## src/rtl/galaxian_rom_loader.sv

```systemverilog
// galaxian_rom_loader: turns the data_io ioctl byte stream into ROM-region write strobes and sequences the galaxian core reset.
// Ports: clk_sys/reset (async, active-high); ioctl_download/index/wr/addr/dout from data_io;
// wr_addr/wr_data with pgm_we, gfxk_we, gfxh_we and prom_we region strobes; core_reset and load_done
// for the core; load_err and byte_count report on the current or last download.
module galaxian_rom_loader #(
  parameter int          HOLD_CYCLES = 1024,
  parameter logic [7:0]  ROM_INDEX   = 8'd0,
  parameter logic [15:0] EXP_BYTES   = 16'h6020
) (
  input  logic        clk_sys,
  input  logic        reset,
  input  logic        ioctl_download,
  input  logic [7:0]  ioctl_index,
  input  logic        ioctl_wr,
  input  logic [24:0] ioctl_addr,
  input  logic [7:0]  ioctl_dout,
  output logic [13:0] wr_addr,
  output logic [7:0]  wr_data,
  output logic        pgm_we,
  output logic        gfxk_we,
  output logic        gfxh_we,
  output logic        prom_we,
  output logic        core_reset,
  output logic        load_done,
  output logic        load_err,
  output logic [15:0] byte_count
);
  typedef enum logic [1:0] {IDLE, LOAD, HOLD, RUN} state_t;
  state_t state_q, state_d;
  logic wr_prev_q, hit_q, hit_d;
  logic [24:0] addr_q, addr_d;
  logic [7:0] data_q, data_d, wr_data_q, wr_data_d;
  logic [13:0] wr_addr_q, wr_addr_d;
  logic pgm_q, pgm_d, gfxk_q, gfxk_d, gfxh_q, gfxh_d, prom_q, prom_d;
  logic [15:0] count_q, count_d, hold_q, hold_d;
  logic oor_q, oor_d, err_q, err_d;
  logic start, rise, finish, in_rng;
  always_comb begin
    start = ioctl_download && ioctl_index == ROM_INDEX && state_q != LOAD;
    rise = state_q == LOAD && ioctl_wr && !wr_prev_q;
    // Leaving LOAD waits until any captured byte has been strobed, so strobes stay inside LOAD
    // and the error verdict sees the final count.
    finish = state_q == LOAD && !ioctl_download && !rise && !hit_q;
    hit_d = rise;
    addr_d = rise ? ioctl_addr : addr_q;
    data_d = rise ? ioctl_dout : data_q;
    pgm_d = hit_q && addr_q[24:14] == 11'd0;
    gfxk_d = hit_q && addr_q[24:12] == 13'h004;
    gfxh_d = hit_q && addr_q[24:12] == 13'h005;
    prom_d = hit_q && addr_q[24:5] == 20'h00300;
    in_rng = pgm_d || gfxk_d || gfxh_d || prom_d;
    wr_addr_d = !in_rng ? wr_addr_q : pgm_d ? addr_q[13:0] : prom_d ? {9'b0, addr_q[4:0]} : {2'b0, addr_q[11:0]};
    wr_data_d = in_rng ? data_q : wr_data_q;
    count_d = start ? 16'd0 : (in_rng && count_q != 16'hFFFF) ? count_q + 16'd1 : count_q;
    oor_d = !start && (oor_q || (hit_q && !in_rng));
    err_d = start ? 1'b0 : finish ? (oor_q || count_q != EXP_BYTES) : err_q;
    hold_d = state_q == HOLD ? hold_q + 16'd1 : 16'd0;
    state_d = start ? LOAD : finish ? HOLD : (state_q == HOLD && hold_q == 16'(HOLD_CYCLES - 1)) ? RUN : state_q;
  end
  always_ff @(posedge clk_sys or posedge reset) begin
    if (reset) begin
      state_q <= IDLE;
      wr_prev_q <= 1'b0;
      hit_q <= 1'b0;
      addr_q <= '0;
      data_q <= '0;
      pgm_q <= 1'b0;
      gfxk_q <= 1'b0;
      gfxh_q <= 1'b0;
      prom_q <= 1'b0;
      wr_addr_q <= '0;
      wr_data_q <= '0;
      count_q <= '0;
      hold_q <= '0;
      oor_q <= 1'b0;
      err_q <= 1'b0;
    end else begin
      state_q <= state_d;
      wr_prev_q <= ioctl_wr;
      hit_q <= hit_d;
      addr_q <= addr_d;
      data_q <= data_d;
      pgm_q <= pgm_d;
      gfxk_q <= gfxk_d;
      gfxh_q <= gfxh_d;
      prom_q <= prom_d;
      wr_addr_q <= wr_addr_d;
      wr_data_q <= wr_data_d;
      count_q <= count_d;
      hold_q <= hold_d;
      oor_q <= oor_d;
      err_q <= err_d;
    end
  end
  assign wr_addr = wr_addr_q;
  assign wr_data = wr_data_q;
  assign pgm_we = pgm_q;
  assign gfxk_we = gfxk_q;
  assign gfxh_we = gfxh_q;
  assign prom_we = prom_q;
  assign core_reset = state_q != RUN;
  assign load_done = state_q == RUN;
  assign load_err = err_q;
  assign byte_count = count_q;
endmodule

```

## config.mk

```make
export PLATFORM = sky130hd
export DESIGN_NAME = galaxian_rom_loader
export DESIGN_NICKNAME = d
export VERILOG_FILES = /design/src/rtl/galaxian_rom_loader.sv
export SDC_FILE = /design/constraint.sdc
export NUM_CORES = 1
export LEC_CHECK = 0
export BUFFER_PORTS_ARGS = -buffer_cell sky130_fd_sc_hd__buf_2
export CAP_MARGIN = 20
export CORE_ASPECT_RATIO = 0.75
export CORE_MARGIN = 2
export CORE_UTILIZATION = 40
export DETAILED_ROUTE_END_ITERATION = 8
export PLACE_DENSITY = 0.69
export SLEW_MARGIN = 30
export SYNTH_ARGS = -nofsm -noshare
export SYNTH_HDL_FRONTEND = slang
export SYNTH_SLANG_ARGS = --single-unit
```

## constraint.sdc

```tcl
create_clock -name clk_sys -period 2.45 [get_ports clk_sys]
set_input_delay 0 -clock clk_sys [delete_from_list [all_inputs] [get_ports clk_sys]]
set_output_delay 0 -clock clk_sys [all_outputs]
set_load 0.01 [all_outputs]
```

==> results.md, run 1 <==
* Status: complete, no violations
* Ratio of cells with drive above 1 in the final layout at 25.4%
* RSZ-0062 raised after global routing: false
* VDD IR-drop max at 0.545 mV
* Worst-Skew Late Latency at 0.35 ns
* Congestion Overflow GR at 0
* Setup_tns at 0 ns
* CTS HTree Levels at 3
* Worst Path Required at 2.72 ns
* Reg2reg setup slack at 0.19 ns
* Num CTS Buffers at 9
* Multi-input gate area at 1630 sq um
* Worst-margin pin slew at 0.758 ns
* # Max-Cap Violations at 0
* CP top delay family: simple AND/OR/NAND/NOR gates
* Die area at 11200 sq um
* Prevailing post-synth register cell: dfrtp_1
* Residual DRC at 0
* CP max stage delay at 0.57 ns
* CP Data Arrival Time at 2.53 ns
* CTS Sinks at 97
* Hold path endpoint: state_q[1]$_DFFE_PP0P_
* Antenna violations before repair at 0
* Max FO, Critical Path at 11
* Final setup violation count at 0
* Via density at 5.19
* Antenna cell count at 0
* CTS tree: done
* Clock buffer depth at 2
* CP endpoint kind: flop
* Syn nets at 425
* Pins over their slew limit at 0
* GRT Overall Usage at 19.5%
* Setup skew after layout at 0.0113 ns
* Routed wire length at 9.94 mm
* Nets at 554
* DRT Pass-1 Iters at 4
* Hold Path Stages at 4
* Rel. slew slack at 49.4%
* Slowest CP cell: or3_1
* DR vias at 3355
* Worst-path clk slew at 0.07 ns
* Cell Area, Synth at 4150 sq um
* LEAKAGE at 2.59 nW
* Detailed Route Iter0 Violations at 261
* Syn Inst Count at 377
* FF-to-FF End: byte_count[7]$_DFFE_PP0P_
* Power Density at 741 nW/um^2
* DRT antenna net count at 0
* Core area at 10200 sq um
* R2R Path Start: addr_q[8]$_DFFE_PP0P_
* Worst hold slack at 0.0309 ns
* HP Class: input port to flop
* Max Clk Rate at 442 MHz
* Yosys warns at 0
* Wire per inst at 15.4 um
* Number of synthesized flops with an enable pin at 0
* Area Overhead vs Synth at 31.1%
* CP most frequent cell: a21oi_1
* Largest net degree at the start of global routing at 65
* Final Cycle Share at 92.4%
* Hpwl dp at 6.55 mm
* WP buf/inv at 0
* Crit path launch type: flop
* Hold Startpoint: ioctl_download
* GRT Max-Usage Layer: met2
* Synth cell types at 39
* Critical setup path kind: flop to flop
* CP Cell Sequence: nor4_1 -> a21oi_1 -> or3_1 -> or4_1 -> a21oi_1
* Sequential element share of the synthesized area at 58.6%
* Fillers at 884
* Reg area at 2430 sq um
* Initial core utilization at 40.8%
* Flops & latches, synth at 97
* Vias in the first global route at 3439
* Final period demand of the worst path at 2.26 ns
* Met3 Use GR at 5.91%
* Height of the die at 92.2 um
* GPL Wtd Cong at 0.894
* Clock Tree Root: clkbuf_16
* Syn_area_per_cell at 11.0 sq um
* Row count at 32
* M2 GR Usage at 31.5%
* Ys async rst share at 100%
* Grt met1 use at 24.9%
* Pwr Total at 4.03 mW
* Worst r2r path cells at 5
* Num ports at 90
* Width of the die at 122 um
* Hold Vio Cnt, Final at 0
* First-pass GRT wire length at 16.9 mm
* Port bufs at 89
==> synth_stat cells (3+ instances only) <==
| master | n | area [sq um] |
|---|---|---|
| a21oi_1 | 15 | 75.1 |
| a22o_1 | 5 | 43.8 |
| and3_1 | 4 | 25.0 |
| and4_1 | 3 | 26.3 |
| buf_2 | 5 | 25.0 |
| clkbuf_1 | 10 | 37.5 |
| dfrtp_1 | 97 | 2430 |
| ha_1 | 3 | 37.5 |
| inv_1 | 7 | 26.3 |
| mux2_1 | 22 | 248 |
| mux2_2 | 11 | 124 |
| nand2_1 | 66 | 248 |
| nand2b_1 | 4 | 25.0 |
| nand3_1 | 15 | 75.1 |
| nand4_1 | 9 | 56.3 |
| nor2_1 | 28 | 105 |
| nor3_1 | 7 | 35.0 |
| nor4_1 | 9 | 56.3 |
| nor4b_1 | 3 | 26.3 |
| o21ai_1 | 6 | 30.0 |
| o31ai_1 | 5 | 37.5 |
| or3_1 | 7 | 43.8 |
| or4_1 | 5 | 37.5 |
| xnor2_1 | 7 | 61.3 |
| xor2_1 | 8 | 70.1 |
==> per-stage QoR <==
stage / utilization [%] / worst slack [ns] / area [sq um] / std cells
2_1_floorplan: - / 0.543 / 4150 / 377
3_3_place_gp: 47.1 / 0.297 / 4790 / 596
3_5_place_dp: 47.1 / 0.241 / 4790 / 596
4_1_cts: 53.4 / 0.200 / 5430 / 647
5_1_grt: 53.4 / 0.0679 / 5430 / 647
6_report: 53.4 / 0.187 / 5430 / 647
==> power breakdown <==
| part | total (mW) | switching (mW) | internal [mW] | leakage [nW] |
|---|---|---|---|---|
| Combinational | 0.571 | 0.272 | 0.299 | 1.23 |
| Clock | 1.39 | 0.673 | 0.719 | 0.147 |
| Sequential | 2.06 | 0.207 | 1.86 | 1.21 |
==> area by class of cell <==
type                            instances  share of cell area (%)
Multi-Input combinational cell        258                    30.1
Sequential cell                        97                    44.7
Clock buffer                            9                    4.15
Clock inverter                          7                    1.29
Inverter                                7                   0.553
Timing Repair Buffer                  133                    16.1
Tap cell                              136                    3.13
==> kinds of logic after synthesis <==
| kind of cell | count (synthesis) | synth area share (%) |
|---|---|---|
| DFF | 97 | 58.6 |
| adders and majority gates | 3 | 0.906 |
| AOI/OAI and AO/OA | 38 | 5.83 |
| muxes | 35 | 9.45 |
| xor gates and xnor gates | 15 | 3.17 |
| and+or+nand+nor | 167 | 20.0 |
| buffers and inverters | 22 | 2.14 |
==> worst min-delay path: cells and delay by family <==
kind / cells / cell delay [ns]
simple gates: 2 / 0.10
compound gates: 1 / 0.14
buf+inv: 1 / 0.10
==> layer usage <==
| metal | up-vias | part of all wire, % |
|---|---|---|
| met5 | - | 0 |
| met4 | 0 | 1.2 |
| met3 | 13 | 5.8 |
| met2 | 104 | 48 |
| met1 | 1650 | 45 |
| li1 | 1588 | - |
==> registers in the layout (all words and copies together), names as in the netlist, 2 cells and up <==
register    count
data_q          8
byte_count     16
addr_q         25
state_q         2
wr_addr        14
hold_q         16
wr_data         8
==> repair_timing <==
action | in CTS | in global routing
hold endpoints to repair | 67 | 0
buffers inserted | 0 | 0
gates resized for setup | 0 | 0
setup endpoints to repair | 0 | 0
hold buffers | 35 | 0
==> worst max-delay path by stage <==
stage | start | to | slack, ns | cells past startpoint
6_report | addr_q[8]$_DFFE_PP0P_ | byte_count[7]$_DFFE_PP0P_ | 0.19 | 5
3_3_place_gp | addr_q[8]$_DFFE_PP0P_ | byte_count[7]$_DFFE_PP0P_ | 0.30 | 5
4_1_cts | addr_q[8]$_DFFE_PP0P_ | byte_count[7]$_DFFE_PP0P_ | 0.20 | 5
2_1_floorplan | addr_q[17]$_DFFE_PP0P_ | byte_count[11]$_DFFE_PP0P_ | 0.54 | 6
5_1_grt | addr_q[8]$_DFFE_PP0P_ | byte_count[7]$_DFFE_PP0P_ | 0.07 | 5
3_5_place_dp | addr_q[8]$_DFFE_PP0P_ | byte_count[7]$_DFFE_PP0P_ | 0.24 | 5
==> placed cells by master, fill, tap and decap left out, types with 4 or more instances in the layout <==
cell           instances
xor2_1                 8
mux2_2                11
nand2b_1               4
o21ai_1                6
buf_4                  8
or3_1                  7
dlygate4sd3_1         35
nor4_1                 9
and3_1                 4
mux2_1                22
clkbuf_16              9
nand3_1               15
nor3_1                 7
or4_1                  5
dfrtp_1               97
a22o_1                 5
nor2_1                28
o31ai_1                5
a21oi_1               15
xnor2_1                7
nand4_1                9
inv_1                  6
buf_2                 89
nand2_1               66
Power figures use the tool's default switching activity.
==> inputs of run 2 (changes only) <==
--- a/config.mk
+++ b/config.mk
@@ -5,7 +5,7 @@
 export SDC_FILE = /design/constraint.sdc
 export NUM_CORES = 1
 export LEC_CHECK = 0
-export BUFFER_PORTS_ARGS = -buffer_cell sky130_fd_sc_hd__buf_2
+export BUFFER_PORTS_ARGS = -buffer_cell sky130_fd_sc_hd__buf_4
 export CAP_MARGIN = 20
 export CORE_ASPECT_RATIO = 0.75
 export CORE_MARGIN = 2
==> run 2 against run 1 <==
Power up 5.1%; register-to-register slack improved by 0.06 ns; first-iteration DRC count is 37% lower.
==> results.md, run 2 (same netlist as run 1, synthesis figures left out) <==
* Critical setup path kind: flop to flop
* CTS tree: done
* DRT Pass-1 Iters at 4 (unchanged)
* Crit path launch type: flop
* WP buf/inv at 0 (unchanged)
* Clock Tree Root: clkbuf_16
* Top reg by flops: addr_q
* Worst Path Required at 2.71 ns (about the same)
* Max Clk Rate at 454 MHz (+2.8%)
* CP Cell Sequence: nor4_1 -> a21oi_1 -> or3_4 -> or4_1 -> a21oi_1
* Critical path origin: addr_q[8]$_DFFE_PP0P_
* Final period demand of the worst path at 2.20 ns (-0.0623 ns)
* Worst hold slack at 0.0214 ns (-0.00947 ns)
* Rel. slew slack at 46.8% (-2.6 points)
* Hold Vio Cnt, Final at 0 (unchanged)
* Worst-path clk slew at 0.07 ns (about the same)
* CP endpoint kind: flop
* Max reg flops at 25 (unchanged)
* Via density at 5.16 (-0.40%)
* Congestion Overflow GR at 0 (unchanged)
* Wire per inst at 15.1 um (-1.9%)
* Height of the die at 92.2 um (unchanged)
* Worst-margin pin slew at 0.799 ns (+0.0410 ns)
* CP most frequent cell: a21oi_1
* Hold Startpoint: ioctl_download
* Status: complete, no violations
* Antenna cell count at 0 (unchanged)
* Setup skew after layout at 0.00674 ns (-0.00453 ns)
* Largest net degree at the start of global routing at 65 (unchanged)
* Clock buffer depth at 2 (unchanged)
* Residual DRC at 0 (unchanged)
* Post-CTS setup buffers at 0 (unchanged)
* GPL Wtd Cong at 0.900 (+0.61%)
* DRT antenna net count at 0 (unchanged)
* Worst-Skew Late Latency at 0.35 ns (about the same)
* LEAKAGE at 2.68 nW (+3.3%)
* DR vias at 3352 (-0.089%)
* Final setup violation count at 0 (unchanged)
* Core area at 10200 sq um (unchanged)
* Fin util at 56.2% (+2.8 points)
* Slowest CP cell: or3_4
* Final Cycle Share at 89.8% (-2.5 points)
* Commonest non-fill, non-tap cells in the layout: 99 x buf_4, 97 x dfrtp_1, 66 x nand2_1
* # Max-Cap Violations at 0 (unchanged)
* HP Class: input port to flop
* Num ports at 90 (unchanged)
* Setup_tns at 0 ns (unchanged)
* Max FO, Critical Path at 11 (unchanged)
* Routed wire length at 9.78 mm (-1.6%)
* Ratio of cells with drive above 1 in the final layout at 25.9% (+0.49 points)
* Detailed Route Iter0 Violations at 165 (-37%)
* Num CTS Buffers at 9 (unchanged)
* Die area at 11200 sq um (unchanged)
* CP max stage delay at 0.49 ns (-0.08 ns)
* First-pass GRT wire length at 16.5 mm (-2.3%)
* Area Overhead vs Synth at 37.8%
* Reg2reg setup slack at 0.25 ns (+0.06 ns)
* Vias in the first global route at 3401 (-1.1%)
* CTS Sinks at 97 (unchanged)
* RSZ-0062 raised after global routing: false
* Hpwl dp at 6.57 mm (+0.21%)
* R2R Path Start: addr_q[8]$_DFFE_PP0P_
* Power Density at 741 nW/um^2 (about the same)
* GRT Overall Usage at 18.9% (-0.58 points)
* Port bufs at 89 (unchanged)
* Row count at 32 (unchanged)
* Nets at 556 (+0.36%)
* Reg area at 2430 sq um (unchanged)
* Pins over their slew limit at 0 (unchanged)
* Multi-input gate area at 1640 sq um (+0.31%)
* Width of the die at 122 um (unchanged)
* Initial core utilization at 40.8% (unchanged)
* VDD IR-drop max at 0.517 mV (-5.1%)
* CP top delay family: simple AND/OR/NAND/NOR gates
* Fillers at 903 (+2.1%)
* Most common cell after layout, fill and taps aside: buf_4
* Antenna violations before repair at 0 (unchanged)
* CP Data Arrival Time at 2.46 ns (-0.07 ns)
* CTS HTree Levels at 3 (unchanged)
## run 2: cell types whose count changed in the layout (fill, tap and decap cells not counted), sizes merged
cell,previous run,this run
buf,98,100
bufinv,0,2
clkinv,3,0
clkinvlp,1,2
## run 2: worst min-delay path, cell delays in order
cell,delay [ns]
buf_4,0.10
nor3_1,0.05
a21oi_1,0.13
nor2_1,0.05
## run 2: metal layers
layer  share of wire (%)  vias up  track usage (%)
li1                    -     1587                -
met1                  44     1669             24.3
met2                  48       87             30.6
met3                 6.4        9             6.84
met4                 1.1        0             4.69
met5                   0        -                0
## run 2: worst paths after layout
kind / to / cells past startpoint
setup / recovery: byte_count[7]$_DFFE_PP0P_ / 5
hold / removal: state_q[1]$_DFFE_PP0P_ / 4
setup reg to reg: byte_count[7]$_DFFE_PP0P_ / 5
hold reg to reg: wr_data[6]$_DFFE_PP0P_ / 2
max in group asynchronous: byte_count[6]$_DFFE_PP0P_ / 4
min in group asynchronous: addr_q[13]$_DFFE_PP0P_ / 4
## run 2: power breakdown
part	total (mW)	switching, mW	internal (mW)
Clock	1.56	0.642	0.916
Combinational	0.613	0.273	0.340
Sequential	2.06	0.205	1.86
## run 2: cell type report
| class | instances | share of cell area, % |
|---|---|---|
| multi-input combinational | 258 | 28.7 |
| timing repair buffer | 135 | 19.5 |
| clock inverter | 7 | 1.88 |
| clock buffer | 9 | 3.94 |
| tap | 136 | 2.98 |
| sequential | 97 | 42.5 |
| inverter | 7 | 0.526 |
## run 2: metrics by stage
stage,std cells,instance area [sq um],power [mW],worst slack (ns)
floorplan,377,4150,2.41,0.543
global placement,598,5020,2.62,0.305
CTS,649,5710,4.28,0.170
global route,649,5710,4.46,0.120
detailed placement,598,5020,2.67,0.224
finish,649,5710,4.23,0.250
## run 2: what timing repair did
action                     4_1_cts  5_1_grt
hold endpoints to repair       131        0
gates resized for setup          0        1
hold buffers                    35        0
setup endpoints to repair        0        1
==> inputs of run 3 (changes only) <==
--- a/config.mk
+++ b/config.mk
@@ -7,11 +7,13 @@
 export LEC_CHECK = 0
 export BUFFER_PORTS_ARGS = -buffer_cell sky130_fd_sc_hd__buf_4
 export CAP_MARGIN = 20
-export CORE_ASPECT_RATIO = 0.75
+export CORE_ASPECT_RATIO = 1.25
 export CORE_MARGIN = 2
 export CORE_UTILIZATION = 40
+export CTS_CLUSTER_SIZE = 40
 export DETAILED_ROUTE_END_ITERATION = 8
 export PLACE_DENSITY = 0.69
+export REMOVE_ABC_BUFFERS = 1
 export SLEW_MARGIN = 30
 export SYNTH_ARGS = -nofsm -noshare
 export SYNTH_HDL_FRONTEND = slang
==> run 3 against run 2 <==
Wire length increased by 0.15%; sequential power about the same; worst hold slack got worse by 0.010 ns.
==> results.md, run 3 (same netlist as run 1, synthesis figures left out) <==
* Max Clk Rate at 460 MHz (+1.3%)
* Row count at 41 (+28%)
* CP Data Arrival Time at 2.43 ns (-0.03 ns)
* Max reg flops at 25 (unchanged)
* Slowest CP cell: or3_1
* Initial core utilization at 41.0% (+0.26 points)
* Worst Path Required at 2.71 ns (about the same)
* Met3 Use GR at 4.61% (-2.2 points)
* Max FO, Critical Path at 9 (-2)
* Post-layout instance count excluding filler cells at 641 (-1.2%)
* Area Overhead vs Synth at 36.6%
* Worst-path clk slew at 0.06 ns (about the same)
* Port bufs at 89 (unchanged)
* CP max stage delay at 0.53 ns (+0.04 ns)
* Top reg by flops: addr_q
* Height of the die at 118 um (+28%)
* CP most frequent cell: a21oi_1
* VDD IR-drop max at 0.452 mV (-13%)
* Power Density at 726 nW/um^2 (-2.1%)
* CP endpoint kind: flop
* Width of the die at 95.1 um (-22%)
* CTS HTree Levels at 3 (unchanged)
* Vias in the first global route at 3380 (-0.62%)
* DRT Pass-1 Iters at 4 (unchanged)
* Fin util at 56.0% (-0.14 points)
* Num CTS Buffers at 9 (unchanged)
* CP Cell Sequence: nor4_2 -> a21oi_1 -> or3_1 -> or4_1 -> a21oi_1
* Ratio of cells with drive above 1 in the final layout at 25.6% (-0.34 points)
* Setup skew after layout at 0.00468 ns (-0.00207 ns)
* Num ports at 90 (unchanged)
* CTS tree: done
* Hpwl dp at 6.70 mm (+2.0%)
* # Max-Cap Violations at 0 (unchanged)
* Antenna violations before repair at 0 (unchanged)
* HP Class: input port to flop
* Fillers at 852 (-5.6%)
* Wire per inst at 15.3 um (+1.4%)
* Clock Tree Root: clkbuf_16
* Detailed Route Iter0 Violations at 170 (+3.0%)
* Final Cycle Share at 88.7% (-1.1 points)
* Residual DRC at 0 (unchanged)
* Status: complete, no violations
* Core area at 10100 sq um (-0.63%)
* DRT antenna net count at 0 (unchanged)
* LEAKAGE at 2.66 nW (-0.46%)
* Largest net degree at the start of global routing at 53 (-18%)
* CTS Sinks at 97 (unchanged)
* Worst-margin pin slew at 0.664 ns (-0.135 ns)
* GPL Wtd Cong at 0.903 (+0.37%)
* Crit path launch type: flop
* Die area at 11200 sq um (about the same)
* Antenna cell count at 0 (unchanged)
* RSZ-0062 raised after global routing: false
* Pins over their slew limit at 0 (unchanged)
* Rel. slew slack at 55.7% (+9.0 points)
* M2 GR Usage at 31.3% (+0.77 points)
* GRT Overall Usage at 18.7% (-0.23 points)
* DR vias at 3334 (-0.54%)
* Congestion Overflow GR at 0 (unchanged)
* Final period demand of the worst path at 2.17 ns (-0.0277 ns)
* Commonest non-fill, non-tap cells in the layout: 99 x buf_4, 97 x dfrtp_1, 66 x nand2_1
* Most common cell after layout, fill and taps aside: buf_4
* Hold Vio Cnt, Final at 0 (unchanged)
* Routed wire length at 9.80 mm (+0.15%)
* Nets at 555 (-0.18%)
* Worst hold slack at 0.0112 ns (-0.0103 ns)
* Critical setup path kind: flop to flop
* Final setup violation count at 0 (unchanged)
* Placed Cells at 590 (-1.3%)
* Grt met1 use at 23.8% (-0.54 points)
* Worst-Skew Late Latency at 0.33 ns (-0.02 ns)
* Via density at 5.20 (+0.70%)
* Clock buffer depth at 2 (unchanged)
* First-pass GRT wire length at 16.5 mm (+0.21%)
* GRT Max-Usage Layer: met2
run 3: area by class of cell:
| class | instances | area, sq um | share of cell area, % |
|---|---|---|---|
| flip-flops and latches | 97 | 2430 | 42.9 |
| multi-input cells | 258 | 1640 | 29.0 |
| repair buffers | 134 | 1090 | 19.3 |
| clock buffers | 14 | 274 | 4.84 |
| well taps | 129 | 161 | 2.85 |
| clock inverters | 2 | 35.0 | 0.619 |
| inverters | 7 | 28.8 | 0.508 |
run 3: worst paths after layout:
kind                                        start                         to  slack (ns)  cells past startpoint
max                        addr_q[12]$_DFFE_PP0P_  byte_count[7]$_DFFE_PP0P_        0.28                      5
min                                ioctl_download     state_q[0]$_DFFE_PP0P_        0.01                      3
max reg2reg                addr_q[12]$_DFFE_PP0P_  byte_count[7]$_DFFE_PP0P_        0.28                      5
min reg2reg                 addr_q[0]$_DFFE_PP0P_     wr_addr[0]$_DFFE_PP0P_        0.46                      2
max in group asynchronous                   reset     addr_q[16]$_DFFE_PP0P_        1.45                      4
min in group asynchronous                   reset        wr_prev_q$_DFF_PP0_        0.31                      3
run 3: critical path: cells and delay by family, from the launching register on:
family           cells  cell delay (ns)
AO/OA/AOI/OAI        2             0.38
AND/OR/NAND/NOR      3             1.30
flip-flops           1             0.42
run 3: per-layer routing:
| layer | routed length [um] | up-vias | share of wire, % |
|---|---|---|---|
| met3 | 554 | 10 | 5.7 |
| met1 | 4040 | 1648 | 41 |
| met4 | 119 | 0 | 1.2 |
| met2 | 5080 | 94 | 52 |
| met5 | 0 | - | 0 |
| li1 | - | 1582 | - |
run 3: repair_timing:
action,CTS,global route
hold buffers,35,0
buffers inserted,0,0
hold endpoints to repair,83,0
endpoints found under the setup margin,0,2
resized for setup,0,1
run 3: stage by stage:
stage | cell area (sq um) | power [mW] | worst slack [ns] | setup TNS [ns]
after floorplan | 4080 | 2.40 | -1.46 | -57.25
after global placement | 5000 | 2.62 | 0.292 | 0
after detailed placement | 5000 | 2.66 | 0.259 | 0
after CTS | 5660 | 4.15 | 0.233 | 0
after global routing | 5660 | 4.33 | 0.0742 | 0
final | 5660 | 4.11 | 0.277 | 0
run 3: report_power, final:
group	switching [mW]	total, mW	internal (mW)
registers	0.205	2.06	1.86
logic	0.269	0.611	0.342
clock network	0.562	1.44	0.874
total	1.04	4.11	3.08
